File: src/rtl/r900_rs_pkg.sv
// Shared constants, FSM state type and GF(32) helpers for the RS(31) syndrome block.
package r900_rs_pkg;
    localparam int SYM_W   = 5;
    localparam int N_SYM   = 21;
    localparam int N_ROOT  = 5;
    localparam int GAP_LEN = 10;
    localparam int HI_LEN  = 16;
    localparam int LO_LEN  = 5;
    localparam logic [5:0] PRIM_POLY = 6'h25;

    typedef enum logic [1:0] {
        ST_IDLE,
        ST_HI,
        ST_GAP,
        ST_LO
    } state_t;

    // Multiply by alpha: shift left and reduce by x^5 = x^2 + 1.
    function automatic logic [SYM_W-1:0] gf_xtime(input logic [SYM_W-1:0] x);
        logic [SYM_W-1:0] r;
        r = {x[SYM_W-2:0], 1'b0};
        if (x[SYM_W-1]) r = r ^ PRIM_POLY[SYM_W-1:0];
        return r;
    endfunction

    function automatic logic [SYM_W-1:0] gf_cmul(input logic [SYM_W-1:0] x, input int e);
        logic [SYM_W-1:0] r;
        r = x;
        for (int i = 0; i < 31; i++) begin
            if (i < e) r = gf_xtime(r);
        end
        return r;
    endfunction
endpackage

File: src/rtl/r900_rs_synd_gf32_cmul.sv
// Combinational GF(32) multiply by the constant alpha^EXP.
module gf32_cmul
    import r900_rs_pkg::*;
#(
    parameter int EXP = 1
) (
    input  logic [SYM_W-1:0] x,
    output logic [SYM_W-1:0] y
);
    assign y = gf_cmul(x, EXP);
endmodule

File: src/rtl/r900_rs_synd.sv
// Shortened RS(31) syndrome generator: Horner evaluation at a^2..a^-2 with a
// 10-cycle zero-fill gap for the implicit positions 14..5.
module r900_rs_synd
    import r900_rs_pkg::*;
(
    input  logic                     clk,
    input  logic                     rst,
    input  logic                     sym_vld,
    input  logic                     sym_first,
    input  logic [SYM_W-1:0]         sym_dta,
    output logic                     sym_rdy,
    output logic                     vld_out,
    output logic [N_SYM*SYM_W-1:0]   dta_out,
    output logic [N_ROOT*SYM_W-1:0]  synd_out,
    output logic [7:0]               abort_cnt
);
    state_t state, next_state;
    logic [4:0] cnt, next_cnt;
    logic [N_ROOT-1:0][SYM_W-1:0] s, p;
    logic [N_SYM*SYM_W-1:0] dta;
    logic acc, start, step, last, abort;
    logic [SYM_W-1:0] din;

    // s[4] holds root a^2 down to s[0] for a^-2, matching the synd_out packing.
    gf32_cmul #(.EXP(2))  u_mul_p2 (.x(s[4]), .y(p[4]));
    gf32_cmul #(.EXP(1))  u_mul_p1 (.x(s[3]), .y(p[3]));
    gf32_cmul #(.EXP(30)) u_mul_m1 (.x(s[1]), .y(p[1]));
    gf32_cmul #(.EXP(29)) u_mul_m2 (.x(s[0]), .y(p[0]));
    assign p[2] = s[2];

    always_comb begin
        next_state = state;
        next_cnt   = cnt;
        sym_rdy    = (state != ST_GAP);
        acc        = sym_vld && sym_rdy;
        start      = acc && sym_first;
        step       = 1'b0;
        last       = 1'b0;
        din        = sym_dta;
        abort      = start && (state == ST_HI || state == ST_LO);
        if (start) begin
            next_state = ST_HI;
            next_cnt   = 5'(HI_LEN - 1);
        end else begin
            case (state)
                ST_HI: if (acc) begin
                    step     = 1'b1;
                    next_cnt = cnt - 5'd1;
                    if (cnt == 5'd1) begin
                        next_state = ST_GAP;
                        next_cnt   = 5'(GAP_LEN);
                    end
                end
                ST_GAP: begin
                    step     = 1'b1;
                    din      = '0;
                    next_cnt = cnt - 5'd1;
                    if (cnt == 5'd1) begin
                        next_state = ST_LO;
                        next_cnt   = 5'(LO_LEN);
                    end
                end
                ST_LO: if (acc) begin
                    step     = 1'b1;
                    next_cnt = cnt - 5'd1;
                    if (cnt == 5'd1) begin
                        next_state = ST_IDLE;
                        last       = 1'b1;
                    end
                end
                default: ;
            endcase
        end
    end

    always_ff @(posedge clk or posedge rst) begin
        if (rst) state <= ST_IDLE;
        else     state <= next_state;
    end

    always_ff @(posedge clk or posedge rst) begin
        if (rst) begin
            cnt       <= '0;
            s         <= '0;
            dta       <= '0;
            vld_out   <= 1'b0;
            dta_out   <= '0;
            synd_out  <= '0;
            abort_cnt <= '0;
        end else begin
            cnt     <= next_cnt;
            vld_out <= last;
            if (start) begin
                s   <= {N_ROOT{sym_dta}};
                dta <= {{(N_SYM-1)*SYM_W{1'b0}}, sym_dta};
            end else if (step) begin
                s <= p ^ {N_ROOT{din}};
                if (state != ST_GAP) dta <= {dta[(N_SYM-1)*SYM_W-1:0], din};
            end
            // Final results are captured straight from the pos-0 update path.
            if (last) begin
                dta_out  <= {dta[(N_SYM-1)*SYM_W-1:0], sym_dta};
                synd_out <= p ^ {N_ROOT{sym_dta}};
            end
            if (abort && abort_cnt != 8'hFF) abort_cnt <= abort_cnt + 8'd1;
        end
    end
endmodule

File: config.mk
export PLATFORM = sky130hd
export DESIGN_NAME = r900_rs_synd
export DESIGN_NICKNAME = d
export VERILOG_FILES = /design/src/rtl/r900_rs_pkg.sv /design/src/rtl/r900_rs_synd_gf32_cmul.sv /design/src/rtl/r900_rs_synd.sv
export SDC_FILE = /design/constraint.sdc
export NUM_CORES = 1
export LEC_CHECK = 0
export ABC_AREA = 1
export BUFFER_PORTS_ARGS = -buffer_cell sky130_fd_sc_hd__clkbuf_2
export CAP_MARGIN = 20
export CORE_MARGIN = 8
export CORE_UTILIZATION = 40
export DETAILED_ROUTE_END_ITERATION = 12
export PLACE_DENSITY = 0.71
export SYNTH_ARGS = -nofsm -noshare
export SYNTH_HDL_FRONTEND = slang
export SYNTH_SLANG_ARGS = --single-unit
File: constraint.sdc
create_clock -name clk -period 11.1 [get_ports clk]
set_clock_uncertainty 0.1 [all_clocks]
set_input_delay 1.11 -clock clk [delete_from_list [all_inputs] [get_ports clk]]
set_output_delay 1.11 -clock clk [all_outputs]
set_load 0.05 [all_outputs]
==> results of run 1 <==
## cell families after synthesis
family	Yosys count	share of synthesized area
compound gates	259	0.147
xor+xnor	54	0.0428
simple gates	268	0.101
buf+inv	207	0.0866
fa+ha+maj	3	0.00340
flops	271	0.614
mux	4	0.00543
## per-stage QoR
step	setup WS [ns]	area [um^2]	std cells
after floorplan	2.42	11100	1066
after global placement	7.27	11900	1507
after detailed placement	7.17	11900	1507
after CTS	7.73	12900	1560
after global routing	7.59	13000	1562
final	7.82	13000	1562
## final cells by class
type / count / area (um^2) / area share
sequential: 271 / 6780 / 0.523
multi-input combinational: 588 / 3330 / 0.257
clock buffer: 44 / 875 / 0.0675
timing repair buffer: 155 / 846 / 0.0653
inverter: 149 / 568 / 0.0438
tap: 346 / 433 / 0.0334
clock inverter: 9 / 125 / 0.00966
## per-layer routing
layer  vias up  wire (um)  track usage
li1       3704          -            -
met1      3688      11300        0.204
met4         0        433       0.0367
met5         -          0            0
met3        32       1370       0.0304
met2       181      11700        0.239
## state kept, by name, indices dropped and copies added (netlist names)
name / count
cnt: 5
abort_cnt: 8
vld_out: 1
s: 20
p: 5
synd_out: 25
dta_out: 105
dta: 100
state: 2
## worst max-delay path: stages
cell,delay (ns)
clkbuf_2,0.09
nand2_1,0.15
inv_2,0.09
nand2_2,0.35
nand3_4,0.64
buf_4,0.77
mux2_4,0.35
## report_power, final
group / total, mW / internal [mW] / switching (mW)
clock: 0.989 / 0.610 / 0.379
sequential: 1.31 / 1.19 / 0.120
combinational: 0.890 / 0.255 / 0.635
## worst max-delay path by stage
stage | startpoint | to | slack [ns] | cells past startpoint
floorplan | rst | abort_cnt[0]$_DFFE_PP0P_ | 2.42 | 1
global placement | sym_vld | dta_out[1]$_DFFE_PP0P_ | 7.27 | 9
detailed placement | sym_vld | dta_out[56]$_DFFE_PP0P_ | 7.17 | 7
CTS | sym_vld | dta_out[71]$_DFFE_PP0P_ | 7.73 | 8
global route | sym_vld | synd_out[6]$_DFFE_PP0P_ | 7.59 | 8
finish | sym_vld | synd_out[22]$_DFFE_PP0P_ | 7.82 | 7
## layout by cell type, fill, tap and decap left out, drive strengths merged
master    count
clkbuf      192
bufinv        3
nand2       228
o22ai        95
nor2         15
inv         148
and2          1
a21oi         2
dfrtp       271
o211ai        4
nor3          5
o21bai        1
xnor2        15
mux2          4
ha            3
clkinvlp      2
xor2         39
nand3        17
or2           1
a31oi         2
o21ai       155
clkinv        5
buf           7
nand4         1
==> impl_metrics.json, run 1 <==
{
  "reg2reg_slack_ns": 8.10,
  "core_mm2": 0.0275,
  "finalSetupViolCount": 0,
  "drc_errors": 0,
  "die_w_um": 182,
  "seq_area_frac_synth": 0.614,
  "numCtsBuffers": 30,
  "placementRows": 61,
  "postSynthAreaPerCell_um2": 10.4,
  "grt_pass1_vias": 7702,
  "grt_pass1_wl_mm": 41.2,
  "vias": 7605,
  "grt_use_total": 0.149,
  "crit_path_end_kind": "register",
  "max_cap_viol_count": 0,
  "worstPathArrival_ns": 3.61,
  "synth_top_area_cell": "dfrtp_1",
  "synthFlopType": "dfrtp_1",
  "post-cts-setup-buffers": 0,
  "cts_sinks": 271,
  "hold_viol": 0,
  "initial_core_util": 0.402,
  "ant_nets": 0,
  "clk_pin_slew_ns": 0.06,
  "fp.dieH_um": 182,
  "netlist_top_cells_area": "dfrtp_1 61%, nand2_1 7.6%, o22ai_1 5.4%",
  "cp_max_fo": 70,
  "hold_buffers": 0,
  "n_antenna_cell": 0,
  "num-fill-cells": 2570,
  "port_buffers": 148,
  "start_kind": "input port",
  "yosysWarningCount": 0,
  "whs_ns": 0.378,
  "hold_path_end": "dta_out[86]$_DFFE_PP0P_",
  "rsz0062_at_grt": "no",
  "max_slew_margin": 0.272,
  "yosys_register_bits": 271,
  "wl_per_cell_um": 15.9,
  "wirelength_mm": 24.8,
  "ff2ff_path_depth": 6,
  "synth-edff-count": 0,
  "via_per_inst": 4.87,
  "fin_tns_setup_ns": 0,
  "htree_levels": 1,
  "reg2reg_from": "state[0]$_DFFE_PP0P_",
  "netlist_area_mm2": 0.0111,
  "period_share": 0.296,
  "fmax_ghz": 0.304,
  "yosysMostFrequentCell": "dfrtp_1",
  "drv_slew": 0,
  "ys_top_cells_by_count": "271 x dfrtp_1, 224 x nand2_1, 143 x inv_1",
  "drive_gt1_frac": 0.229,
  "antenna_found_initial": 0,
  "gp_congestion": 0.827,
  "grt.overflow.total": 0,
  "clockBufferDepth": 3,
  "reg2reg_to": "synd_out[22]$_DFFE_PP0P_",
  "areaGrowthSynthToFinish_pct": 17.2,
  "synth_cell_types": 33,
  "hold_depth": 2,
  "clock-root-buffer": "clkbuf_16",
  "hp-start": "dta_out[86]$_DFFE_PP0P_",
  "ctsResizeCount": 0,
  "peakVddDrop_mv": 0.222,
  "cts_tree": "done",
  "fp.dieArea_mm2": 0.0332,
  "clock_latency_ns": 0.54,
  "syn-num-nets": 1078,
  "first_pass_iters": 6,
  "min_period_ns": 3.28,
  "outcome": "finished, final reports clean",
  "syn_inst": 1066,
  "power.leakage_nw": 6.39,
  "setup.worst_path.class": "in2reg",
  "final_core_util": 0.472,
  "synth_top_area_share": 0.614,
  "grt_max_degree": 152,
  "hold_path_class": "reg2reg",
  "critical_path_required_ns": 11.42,
  "drt_first_iter_violations": 464,
  "worst_pin_slew_ns": 1.09,
  "io_pins": 149,
  "final_nets": 1207,
  "ys_async_sr_fraction": 1.00,
  "powerDensity_mw_per_mm2": 246,
  "p_total_mw": 3.19,
  "post-dp-hpwl_mm": 16.3
}
No activity file was read; power rests on OpenSTA's default activity.
==> inputs of run 2 (changes only) <==
- ABC_AREA: 1 -> 0
- PLACE_DENSITY: 0.71 -> 0.73
- clock period: 11.1 -> 2.8 ns (I/O delays scaled with it)
==> run 2 against run 1 <==
Die area down 2.2%. Combinational power rose by 16%. Global-route usage grew 0.55 points. Final area shrank 0.46%. Largest power group unchanged.
==> impl_metrics.json, run 2 <==
{
  "outcome": "finished, final reports clean",
  "clock_latency_ns": 0.53,
  "worst_pin_slew_ns": 0.975,
  "worstPathArrival_ns": 2.00,
  "die_w_um": 180,
  "synth_cell_types": 45,
  "max_slew_margin": 0.349,
  "drt_first_iter_violations": 688,
  "ys_top_cells_by_count": "359 x nand2_1, 271 x dfrtp_1, 95 x a22o_1",
  "cp_max_fo": 13,
  "numCtsBuffers": 28,
  "top_regs": "dta_out x105, dta x100, synd_out x25",
  "syn-num-nets": 1047,
  "areaGrowthSynthToFinish_pct": 19.6,
  "final_cell_mix": "359 x nand2_1, 271 x dfrtp_1, 148 x clkbuf_2",
  "placementRows": 60,
  "largest_reg_flops": 105,
  "netlist_top_cells_area": "dfrtp_1 63%, nand2_1 12%, a22o_1 7.7%",
  "fmax_ghz": 0.420,
  "syn_inst": 1035,
  "clockBufferDepth": 3,
  "ant_nets": 0,
  "yosysMostFrequentCell": "nand2_1",
  "placed_area_mm2": 0.0120,
  "grt_max_degree": 91,
  "max_cap_viol_count": 0,
  "finalSetupViolCount": 0,
  "start_kind": "register",
  "peakVddDrop_mv": 0.485,
  "htree_levels": 1,
  "final_area_mm2": 0.0129,
  "hold_viol": 0,
  "rsz0062_at_grt": "no",
  "grt_pass1_wl_mm": 42.3,
  "synth-edff-count": 0,
  "power.leakage_nw": 6.73,
  "postSynthAreaPerCell_um2": 10.4,
  "synthFlopType": "dfrtp_1",
  "netlist_area_mm2": 0.0108,
  "synth_top_area_cell": "dfrtp_1",
  "finalNonFillerCells": 1531,
  "antenna_found_initial": 0,
  "clock-root-buffer": "clkbuf_16",
  "drv_slew": 0,
  "core_mm2": 0.0267,
  "drive_gt1_frac": 0.197,
  "cts_sinks": 271,
  "grt_use_total": 0.155,
  "io_pins": 149,
  "grt.overflow.total": 0,
  "powerDensity_mw_per_mm2": 701,
  "grt_pass1_vias": 7904,
  "ctsResizeCount": 0,
  "wirelength_mm": 25.6,
  "seq_area_frac_synth": 0.629,
  "vias": 7839,
  "drc_errors": 0,
  "gp_congestion": 0.833,
  "yosys_register_bits": 271,
  "wl_per_cell_um": 16.7,
  "post-dp-hpwl_mm": 16.7,
  "ys_async_sr_fraction": 1.00,
  "final_common_cell": "nand2_1",
  "fp.dieH_um": 180,
  "min_period_ns": 2.38,
  "first_pass_iters": 5,
  "dp.cells": 1480,
  "setup.worst_path.class": "reg2out",
  "n_antenna_cell": 0,
  "fp.dieArea_mm2": 0.0325,
  "initial_core_util": 0.404,
  "yosysWarningCount": 0,
  "hold_path_class": "in2reg",
  "cts_tree": "done",
  "period_share": 0.850,
  "synth_top_area_share": 0.629,
  "clk_pin_slew_ns": 0.06,
  "port_buffers": 148,
  "crit_path_end_kind": "output pin",
  "largest-register": "dta_out",
  "final_nets": 1182,
  "post-cts-setup-buffers": 0,
  "whs_ns": 0.0642,
  "via_per_inst": 5.12,
  "critical_path_required_ns": 2.42
}
## run 2: cell types whose count changed after synthesis, sizes merged, moves of 28 or more
cell and delta:
xor2 -28, o22ai -94, a22o +95, xnor2 +33, a21oi +39, nand2 +131, o21ai -122, nor2 +33
inv -144
## run 2: stage by stage
step	power (mW)	worst slack, ns	util	setup TNS [ns]
4_1_cts	9.14	0.427	0.483	0
3_5_place_dp	5.43	0.619	0.447	0
3_3_place_gp	5.40	0.709	0.447	0
2_1_floorplan	5.16	-1.16	-	-314.75
6_report	9.04	0.421	0.483	0
5_1_grt	9.43	0.315	0.483	0
## run 2: cell type report
type                       instances  area, um^2
tap                              341         427
fill                            2469       13800
multi-input combinational        690        3710
clock buffer                      40         847
clock inverter                    10        81.3
sequential                       271        6780
timing repair buffer             174        1030
inverter                           5        22.5
## run 2: layer usage
metal	wire length, um	track usage	up-vias
met5	0	0	-
met4	347	0.0321	0
met3	1420	0.0351	34
met2	12500	0.259	179
met1	11300	0.203	3922
li1	-	-	3704
## run 2: power by group
| group | total (mW) | switching, mW | internal (mW) |
|---|---|---|---|
| registers | 4.34 | 0.231 | 4.11 |
| logic | 1.03 | 0.616 | 0.409 |
| clock network | 3.68 | 1.50 | 2.18 |
| total | 9.04 | 2.35 | 6.70 |
## run 2: timing repair
item,CTS,global route
hold endpoints to repair,22,0
hold buffers,1,0
setup endpoints to repair,0,0
## run 2: worst paths after layout
check	start	depth (start not counted)	to	slack, ns
max	state[1]$_DFFE_PP0P_	3	sym_rdy	0.42
min	sym_dta[4]	3	dta_out[4]$_DFFE_PP0P_	0.06
max reg2reg	cnt[0]$_DFFE_PP0P_	7	dta_out[79]$_DFFE_PP0P_	0.58
min reg2reg	dta_out[35]$_DFFE_PP0P_	2	dta_out[35]$_DFFE_PP0P_	0.36
max in group asynchronous	rst	4	dta[40]$_DFFE_PP0P_	1.41
min in group asynchronous	rst	3	dta_out[55]$_DFFE_PP0P_	0.41
## run 2: cells by family after synthesis
logic type	after synthesis	share of synthesized area
simple gates	438	0.162
mux	4	0.00418
flops	271	0.629
buf+inv	74	0.0294
xor+xnor	59	0.0479
compound gates	186	0.124
fa+ha+maj	3	0.00348
## run 2: critical path, stage by stage, from the launching register on
cell and delay [ns]:
dfrtp_1 0.54, nor2b_2 0.24, inv_1 0.33, clkbuf_2 0.36
